--- src/rtl/keypad_pkg.sv ---
// Shared types and helpers for the 4x4 hex keypad column scanner.
// Latency: combinational helpers only, no state.
// Backpressure: none; pure definitions.
package keypad_pkg;

  typedef enum logic [2:0] {
    ST_IDLE     = 3'd0,
    ST_SETTLE   = 3'd1,
    ST_SAMPLE   = 3'd2,
    ST_DEBOUNCE = 3'd3,
    ST_PRESSED  = 3'd4
  } state_t;

  // Rows are active-low; bit 3 is the top row (row0).
  localparam logic [3:0] ROW_NONE = 4'b1111;
  localparam logic [3:0] ROW_0    = 4'b0111;
  localparam logic [3:0] ROW_1    = 4'b1011;
  localparam logic [3:0] ROW_2    = 4'b1101;
  localparam logic [3:0] ROW_3    = 4'b1110;

  // Exactly one row low; multi-row patterns are treated as no key.
  function automatic logic row_valid(input logic [3:0] r);
    return (r == ROW_0) || (r == ROW_1) || (r == ROW_2) || (r == ROW_3);
  endfunction

  // Hex code of the key at (column, active row pattern).
  function automatic logic [3:0] key_code(input logic [1:0] c, input logic [3:0] r);
    logic [1:0] ri;
    logic [3:0] k;
    case (r)
      ROW_0:   ri = 2'd0;
      ROW_1:   ri = 2'd1;
      ROW_2:   ri = 2'd2;
      default: ri = 2'd3;
    endcase
    case ({c, ri})
      4'h0: k = 4'h1;  4'h1: k = 4'h4;  4'h2: k = 4'h7;  4'h3: k = 4'hA;
      4'h4: k = 4'h2;  4'h5: k = 4'h5;  4'h6: k = 4'h8;  4'h7: k = 4'h0;
      4'h8: k = 4'h3;  4'h9: k = 4'h6;  4'hA: k = 4'h9;  4'hB: k = 4'hB;
      4'hC: k = 4'hF;  4'hD: k = 4'hE;  4'hE: k = 4'hD;  default: k = 4'hC;
    endcase
    return k;
  endfunction

  // One-hot-low column drive for the selected column.
  function automatic logic [3:0] col_onehot_n(input logic [1:0] c);
    return ~(4'b0001 << c);
  endfunction

endpackage

--- src/rtl/scan_counter.sv ---
// Shared settle/debounce counter with clear, load-one, increment and terminal compare.
// Latency: count updates on the next edge; hit_o is combinational from the count.
// Backpressure: none; controlled entirely by the owning FSM.
module scan_counter #(
  parameter int CNT_W = 8
) (
  input  logic             clk,
  input  logic             rst_n,
  input  logic             clr_i,
  input  logic             load1_i,
  input  logic             inc_i,
  input  logic [CNT_W-1:0] term_i,
  output logic             hit_o
);

  logic [CNT_W-1:0] cnt_q;
  logic [CNT_W-1:0] cnt_d;

  // Clear wins over load-one, which wins over increment.
  always_comb begin
    cnt_d = cnt_q;
    if (clr_i) begin
      cnt_d = '0;
    end else if (load1_i) begin
      cnt_d = CNT_W'(1);
    end else if (inc_i) begin
      cnt_d = cnt_q + CNT_W'(1);
    end
  end

  // Counter register.
  always_ff @(posedge clk or negedge rst_n) begin
    if (!rst_n) begin
      cnt_q <= '0;
    end else begin
      cnt_q <= cnt_d;
    end
  end

  assign hit_o = (cnt_q == term_i);

endmodule

--- src/rtl/keypad_scan_ctrl.sv ---
// Column-scan sequencer for a 4x4 hex keypad: settle, sample, debounce, report one event per press.
// Latency: key_valid in the 21st cycle after a column change (defaults) for a key already stable.
// Backpressure: none; scanning freezes while a key is held, enable low parks the block in IDLE.
module keypad_scan_ctrl
  import keypad_pkg::*;
#(
  parameter int SETTLE_CYCLES = 16,
  parameter int DEBOUNCE_CNT  = 4,
  parameter int CNT_W         = 8
) (
  input  logic       clk,
  input  logic       rst_n,
  input  logic       enable,
  input  logic [3:0] row,
  output logic [1:0] col,
  output logic [3:0] col_drv_n,
  output logic [3:0] key_value,
  output logic       key_valid,
  output logic       key_held
);

  // The counter holds its terminal value in the last cycle of a phase, so compare against N-1.
  localparam logic [CNT_W-1:0] SETTLE_TERM = CNT_W'(SETTLE_CYCLES - 1);
  localparam logic [CNT_W-1:0] DEB_TERM    = CNT_W'(DEBOUNCE_CNT - 1);

  state_t     state_q, state_d;
  logic [1:0] col_q, col_d;
  logic [3:0] pat_q, pat_d;
  logic [3:0] val_q, val_d;
  logic       vld_q, vld_d;

  logic             cnt_clr, cnt_load1, cnt_inc, cnt_hit;
  logic [CNT_W-1:0] cnt_term;

  assign cnt_term = (state_q == ST_SETTLE) ? SETTLE_TERM : DEB_TERM;

  scan_counter #(.CNT_W(CNT_W)) u_cnt (
    .clk     (clk),
    .rst_n   (rst_n),
    .clr_i   (cnt_clr),
    .load1_i (cnt_load1),
    .inc_i   (cnt_inc),
    .term_i  (cnt_term),
    .hit_o   (cnt_hit)
  );

  // Next-state, column, latch and counter control; enable low overrides every state.
  always_comb begin
    state_d   = state_q;
    col_d     = col_q;
    pat_d     = pat_q;
    val_d     = val_q;
    vld_d     = 1'b0;
    cnt_clr   = 1'b0;
    cnt_load1 = 1'b0;
    cnt_inc   = 1'b0;
    if (!enable) begin
      state_d = ST_IDLE;
      cnt_clr = 1'b1;
    end else begin
      case (state_q)
        ST_IDLE: begin
          state_d = ST_SETTLE;
          cnt_clr = 1'b1;
        end
        ST_SETTLE: begin
          if (cnt_hit) state_d = ST_SAMPLE;
          else         cnt_inc = 1'b1;
        end
        ST_SAMPLE: begin
          if (row_valid(row)) begin
            pat_d     = row;
            cnt_load1 = 1'b1;
            state_d   = ST_DEBOUNCE;
          end else begin
            col_d   = col_q + 2'd1;
            cnt_clr = 1'b1;
            state_d = ST_SETTLE;
          end
        end
        ST_DEBOUNCE: begin
          if (row == pat_q) begin
            if (cnt_hit) begin
              state_d = ST_PRESSED;
              cnt_clr = 1'b1;
              val_d   = key_code(col_q, pat_q);
              vld_d   = 1'b1;
            end else begin
              cnt_inc = 1'b1;
            end
          end else begin
            col_d   = col_q + 2'd1;
            cnt_clr = 1'b1;
            state_d = ST_SETTLE;
          end
        end
        ST_PRESSED: begin
          if (row == ROW_NONE) begin
            if (cnt_hit) begin
              col_d   = col_q + 2'd1;
              cnt_clr = 1'b1;
              state_d = ST_SETTLE;
            end else begin
              cnt_inc = 1'b1;
            end
          end else begin
            cnt_clr = 1'b1;
          end
        end
        default: begin
          state_d = ST_IDLE;
          cnt_clr = 1'b1;
        end
      endcase
    end
  end

  // State, column and key registers.
  always_ff @(posedge clk or negedge rst_n) begin
    if (!rst_n) begin
      state_q <= ST_IDLE;
      col_q   <= 2'd0;
      pat_q   <= ROW_NONE;
      val_q   <= 4'h0;
      vld_q   <= 1'b0;
    end else begin
      state_q <= state_d;
      col_q   <= col_d;
      pat_q   <= pat_d;
      val_q   <= val_d;
      vld_q   <= vld_d;
    end
  end

  assign col       = col_q;
  assign col_drv_n = (state_q == ST_IDLE) ? ROW_NONE : col_onehot_n(col_q);
  assign key_value = val_q;
  assign key_valid = vld_q;
  assign key_held  = (state_q == ST_PRESSED);

endmodule

--- config.mk ---
export PLATFORM = sky130hd
export DESIGN_NAME = keypad_scan_ctrl
export DESIGN_NICKNAME = d
export VERILOG_FILES = /design/src/rtl/keypad_pkg.sv /design/src/rtl/scan_counter.sv /design/src/rtl/keypad_scan_ctrl.sv
export SDC_FILE = /design/constraint.sdc
export NUM_CORES = 1
export LEC_CHECK = 0
export CAP_MARGIN = 20
export CORE_ASPECT_RATIO = 0.5
export CORE_MARGIN = 5
export CORE_UTILIZATION = 50
export CTS_CLUSTER_DIAMETER = 40
export CTS_CLUSTER_SIZE = 8
export DETAILED_ROUTE_END_ITERATION = 16
export PLACE_DENSITY_LB_ADDON = 0.2
export SLEW_MARGIN = 20
export SYNTH_ARGS = -nofsm -noshare
export SYNTH_HDL_FRONTEND = slang
export SYNTH_SLANG_ARGS = --single-unit
--- constraint.sdc ---
create_clock -name clk -period 2.4 [get_ports clk]
set_input_delay 0.48 -clock clk [delete_from_list [all_inputs] [get_ports clk]]
set_output_delay 0.48 -clock clk [all_outputs]
set_load 0.01 [all_outputs]
[Word level (Yosys, flattened, before mapping)]
Memories as Yosys holds them, arrays and structs flattened. A register that Yosys moved wholly into a read port is not among the register bits.
Cells that the tools add are included.
Storage, ports and cells
  flip-flop bits (word level): 18
  bits in latches: 0
  bits in writable memories: 0
  bits in read-only memories: 64
  input bits: 7
  word-level logic and storage cells: 83
  memories: 1
Memory list
  (no name shown): depth 16, bits a word 4, rd ports 1, clocked after Yosys merged registers in 1, write ports 0, line keypad_pkg.sv:36  | case ({c, ri})
Operators by class
  $add $sub $neg: 2
  multipliers: 0
  divide/modulo/power cells: 0
  magnitude comparators: 0
  equal/unequal tests: 22
  shift-type cells: 1
  muxes and demuxes: 40
  bitwise logic cells: 1
  reductions and logical operators: 11
Operators with widths (count)
  $eq 4x4->1 const B: 6
  $mux 8: 3
  $mux 2: 9
  $mux 3: 6
  $mux 1: 15
  $pmux 3 s5: 1
  $pmux 2 s3: 2
  $add 8x1->8 const B: 1
  $eq 4x3->1 const B: 2
  $eq 8x4->1: 1
  $mux 4: 2
  $reduce_and 4->1: 2
  $eq 3x2->1 const B: 2
  $ne 3x2->1 const B: 2
  $reduce_and 6->1: 1
  $reduce_bool 3->1: 2
  $eq 4x4->1: 1
  $ne 2x1->1 const B: 2
  $ne 2x2->1 const B: 2
  $ne 4x4->1 const B: 1
  $not 4->4: 1
  $pmux 1 s4: 1
  $shl 1x2->4 const A: 1
  $eq 3x1->1 const B: 1
  other kinds (8): 10

[Longest topological paths before layout]
  word-level depth: 10
  gate-level depth with buffers: 11
  gate-level depth less buffers: 10

[Hierarchy]
A second synthesis with hierarchy kept.
Unflattened totals
  cell total of the unflattened synthesis: 177
  area, all modules: 1645.3 um^2
By module, submodules not included
  keypad_scan_ctrl: instances 1, cells an instance 126, area each 1159.9 um^2, sequential area each 355.3 um^2
  scan_counter: instances 1, cells an instance 51, area each 485.5 um^2, sequential area each 200.2 um^2

[Worst setup path before layout]
No wires, ideal clock.
  kind: reg-to-reg
  start: register pat_q[2]
  end: register val_q[0] (netlist: key_value[0])
  setup time: 0.065 ns
  arrival time: 2.211 ns
  required time: 2.335 ns
  setup slack: 0.124 ns
  stages on the path, launching flop included: 11
  path buffers: 1
  cells stage by stage: dfstp_2 clkbuf_1 nand3_1 or2_2 ha_1 a31oi_1 a2bb2oi_1 nor2_1 a211o_1 o311ai_0 o21a_1
Between the ends
  word-level cells in the longest chain between the ends: 6
RTL lines
  start, declared: line keypad_scan_ctrl.sv:28  | logic [3:0] pat_q, pat_d;
  start signal, assigned: line keypad_scan_ctrl.sv:129  | pat_q <= pat_d;
  $eq 4x4->1 / $eq 4x3->1 (equally long branches): line keypad_pkg.sv:30  | case (r)
  $pmux 2 s3: line keypad_pkg.sv:30
  $mux 2: line keypad_scan_ctrl.sv:83  | if (cnt_hit) begin
  $mux 2: line keypad_scan_ctrl.sv:82  | if (row == pat_q) begin
  $mux 2: line keypad_scan_ctrl.sv:61  | case (state_q)
  $mux 2: line keypad_scan_ctrl.sv:57  | if (!enable) begin
  end, declared: line keypad_scan_ctrl.sv:29  | logic [3:0] val_q, val_d;
Parallel ways exist; a longest one is shown, timed or not. The select of a mux whose other input is x is not followed.
A chain may end at the register's enable or synchronous reset.

[Worst setup path after layout]
  start: register state_q[2]
  end: output port col_drv_n[0]
Between the ends
  word-level cells in the longest chain between the ends: 2
RTL lines
  start, declared: line keypad_scan_ctrl.sv:26  | state_t state_q, state_d;
  start signal, assigned: line keypad_scan_ctrl.sv:127  | state_q <= state_d;
  $logic_not 3->1: line keypad_scan_ctrl.sv:136  | assign col_drv_n = (state_q == ST_IDLE) ? ROW_NONE : col_onehot_n(col_q);
  $mux 4: line keypad_scan_ctrl.sv:136
  end, declared: line keypad_scan_ctrl.sv:16  | output logic [3:0] col_drv_n,
No other way between the ends.

==> impl_metrics.json <==
{
  "final_layout_size_suffix_gt1_share_pct": 20.7,
  "groute.layer.met1.usage_pct": 23.6,
  "netlist.top_cell.by_area": "sky130_fd_sc_hd__dfrtp_1",
  "postRouteWirelength_um": 3760,
  "crit_buf_inv": 1,
  "placedInstanceArea_um2": 1890,
  "synth.lib_cells_used.distinct": 48,
  "post-route-min-period_ns": 2.30,
  "stdcell_count": 257,
  "postCtsHoldBufs": 0,
  "grt_setup_unrepaired": "true",
  "postSynthAreaPerCell_um2": 8.88,
  "max_cap_viol_count": 0,
  "critical_path_class": "register to output pin",
  "detailedPlace.worstSlack_ns": -0.110,
  "hold_violations": 0,
  "synth-compound-area-share_pct": 17.6,
  "die_ar_um2": 4450,
  "globalRouteMet3Util_pct": 5.32,
  "num_antenna_cells": 0,
  "buffers_from_clock_root_to_sink_at_most": 2,
  "hpwl_um": 2710,
  "grt.overflow.total": 0,
  "synthMuxAreaShare_pct": 6.97,
  "timing.critical_path.arrival_ns": 1.82,
  "first_global_vias": 1367,
  "final.period_utilization_pct": 95.8,
  "timing.hold.worst.class": "register to register",
  "dr.pass1.iters": 4,
  "setup_violations": 0,
  "per_cell_routed_wire_length_um": 14.6,
  "synth_seq_cells": 22,
  "critPathSlowestCell": "sky130_fd_sc_hd__clkdlybuf4s50_1",
  "clock_tree.root_cell": "sky130_fd_sc_hd__clkbuf_8",
  "setup_ws_ns": 0.101,
  "synth_top_family_by_area": "simple AND/OR/NAND/NOR gates",
  "power_leakage_nw": 0.890,
  "dp_cells": 247,
  "clk_pin_slew_ns": 0.08,
  "placement.io_buffers": 18,
  "synth_largest_type_area_fraction_pct": 28.5,
  "setup-tns-final_ns": 0,
  "die_h_um": 49.8,
  "synth_area_um2": 1580,
  "area.growth.synth_to_final_pct": 26.4,
  "worstSkewPairLatency_ns": 0.27,
  "count_of_flip_flops_with_a_built_in_enable_after_synthesis": 0,
  "clock_sinks": 22,
  "cp_slowest_stage_delay_ns": 0.53,
  "synth_top_flop_cell": "sky130_fd_sc_hd__dfrtp_1",
  "synth.top_cells.by_count": "sky130_fd_sc_hd__dfrtp_1 (18), sky130_fd_sc_hd__nand2_1 (18), sky130_fd_sc_hd__a21oi_1 (14), sky130_fd_sc_hd__nor2_1 (14), sky130_fd_sc_hd__o21ai_0 (13)",
  "transition_at_the_pin_with_the_smallest_max_transition_slack_ns": 0.535,
  "worst-endpoint-required_ns": 1.92,
  "finish.net_count": 235,
  "synth_simple_gate_area_share_pct": 24.1,
  "ctsHtreeMaxLevel": 1,
  "finalInstanceArea_um2": 2000,
  "adder_cell_share_of_the_synthesized_area_pct": 7.92,
  "cp-end-kind": "output pin",
  "antenna_found_initial": 0,
  "cts_tree": "done",
  "grt.busiest_layer": "met2",
  "grt_max_degree": 23,
  "synthXorXnorAreaFrac_pct": 3.33,
  "post_synth_main_area_contributors": "sky130_fd_sc_hd__dfrtp_1 (29%), sky130_fd_sc_hd__ha_1 (7.9%), sky130_fd_sc_hd__dfstp_2 (6.7%)",
  "crit_path_max_fanout": 8,
  "asyncSetResetFlopFracSynth_pct": 100,
  "number_of_standard_cells_after_synthesis": 178,
  "mappedNetlistNets": 195,
  "gr-usage-met2_pct": 29.0,
  "final.setup_skew_ns": 0.00340,
  "crit_path_start_kind": "register",
  "crit_path_cell_trace": "or3_1 > nand2_1 > clkdlybuf4s50_1",
  "core_region_area_um2": 3010,
  "yosys_warnings": 0,
  "pwr_density_cell_nw_per_um2": 356,
  "route.antenna.remaining_nets": 0,
  "grt_util_all_layers_pct": 18.3,
  "floorplan.rows": 14,
  "gp_congestion": 0.827,
  "first_iter_violations": 60,
  "dominant_delay_contributor_by_cell_family_on_the_critical_path": "simple AND/OR/NAND/NOR gates",
  "vdd_ir_drop_max_mv": 0.203,
  "ioPinCount": 19,
  "grt_pass1_wl_um": 6270,
  "relSlewSlack_pct": 63.9,
  "maximum_clock_frequency_mhz": 435,
  "slew_violations": 0,
  "initial_core_util_pct": 52.5,
  "cts-buffers-inserted": 3,
  "via_count": 1458,
  "fin_total_pwr_uw": 711,
  "outcome": "complete, no violations",
  "synth-seq-area-share_pct": 35.2,
  "drc": 0,
  "vias_per_cell": 5.67,
  "dieWidth_um": 89.5
}
flip-flops by register name, summed over array words and instances, names as in the netlist:
register,flops
col,2
pat_q,4
u_cnt.cnt_q,8
key_value,4
state_q,3
key_valid,1
what timing repair did:
item                       CTS  global route
setup buffers                0             6
setup endpoints to repair    0             4
gates resized for setup      0             4
worst register-to-register path, stage by stage (launching register included):
cell                      delay [ns]
sky130_fd_sc_hd__dfrtp_1        0.47
sky130_fd_sc_hd__nor3b_2        0.35
sky130_fd_sc_hd__mux2i_2        0.36
sky130_fd_sc_hd__nor2_2         0.12
sky130_fd_sc_hd__o31a_1         0.37
sky130_fd_sc_hd__or3_1          0.38
sky130_fd_sc_hd__a21oi_1        0.16
stage by stage:
stage          utilization [%]  hold slack (ns)
2_1_floorplan                -            0.184
3_3_place_gp              62.7            0.464
3_5_place_dp              62.7            0.472
4_1_cts                   64.2            0.491
5_1_grt                   66.3            0.512
6_report                  66.3            0.486
power by group:
group / leakage (nW) / internal, mW / total [mW] / switching (mW)
Combinational: 0.579 / 0.0416 / 0.0911 / 0.0496
Sequential: 0.288 / 0.373 / 0.375 / 0.00210
Clock: 0.0228 / 0.119 / 0.245 / 0.126
layout by cell type, fill, tap and decap left out, drive strengths merged, types with 2 or more instances in the layout:
| master | n |
|---|---|
| or2 | 3 |
| clkbuf | 4 |
| nor3 | 4 |
| xor2 | 4 |
| mux2 | 5 |
| nor4 | 2 |
| dfstp | 4 |
| nand2 | 18 |
| o21a | 2 |
| dfrtp | 18 |
| inv | 7 |
| o211ai | 2 |
| o31ai | 4 |
| a31oi | 2 |
| mux2i | 5 |
| clkdlybuf4s50 | 17 |
| o21ai | 13 |
| nor3b | 2 |
| a21oi | 14 |
| or3 | 8 |
| nor2 | 15 |
| nand3 | 7 |
| xnor2 | 2 |
| buf | 23 |
| ha | 10 |
| and3 | 2 |
| and2b | 2 |
| nand4 | 3 |
cell type report:
type                            count  area, um^2
Timing Repair Buffer               41         355
Multi-Input combinational cell    142         962
Clock buffer                        4        45.0
Fill cell                         258        1010
Tap cell                           40        50.0
Sequential cell                    22         556
Inverter                            8        30.0
kinds of logic (layout without fill, tap and decap cells):
group / count (synthesis) / after routing
simple gates: 71 / 71
compound gates: 45 / 45
flops: 22 / 22
buf+inv: 14 / 53
fa+ha+maj: 10 / 10
mux: 10 / 10
xor+xnor: 6 / 6
metal layers:
metal	wire length (um)	vias up
li1	-	717
met1	1740	712
met2	1820	22
met3	146	7
met4	57	0
met5	0	-
path summary, 6_finish.rpt:
| path | cells after the start | startpoint | end | slack, ns |
|---|---|---|---|---|
| max | 3 | state_q[2]$_DFFE_PN0P_ | col_drv_n[0] | 0.10 |
| min | 1 | key_value[2]$_DFFE_PN0P_ | key_value[2]$_DFFE_PN0P_ | 0.49 |
| max reg2reg | 6 | state_q[2]$_DFFE_PN0P_ | u_cnt.cnt_q[3]$_DFFE_PN0P_ | 0.12 |
| min reg2reg | 1 | key_value[2]$_DFFE_PN0P_ | key_value[2]$_DFFE_PN0P_ | 0.49 |
| max in group asynchronous | 2 | rst_n | pat_q[1]$_DFFE_PN1P_ | 1.56 |
| min in group asynchronous | 2 | rst_n | key_value[1]$_DFFE_PN0P_ | 0.56 |
No activity file was read; power rests on OpenSTA's default activity.
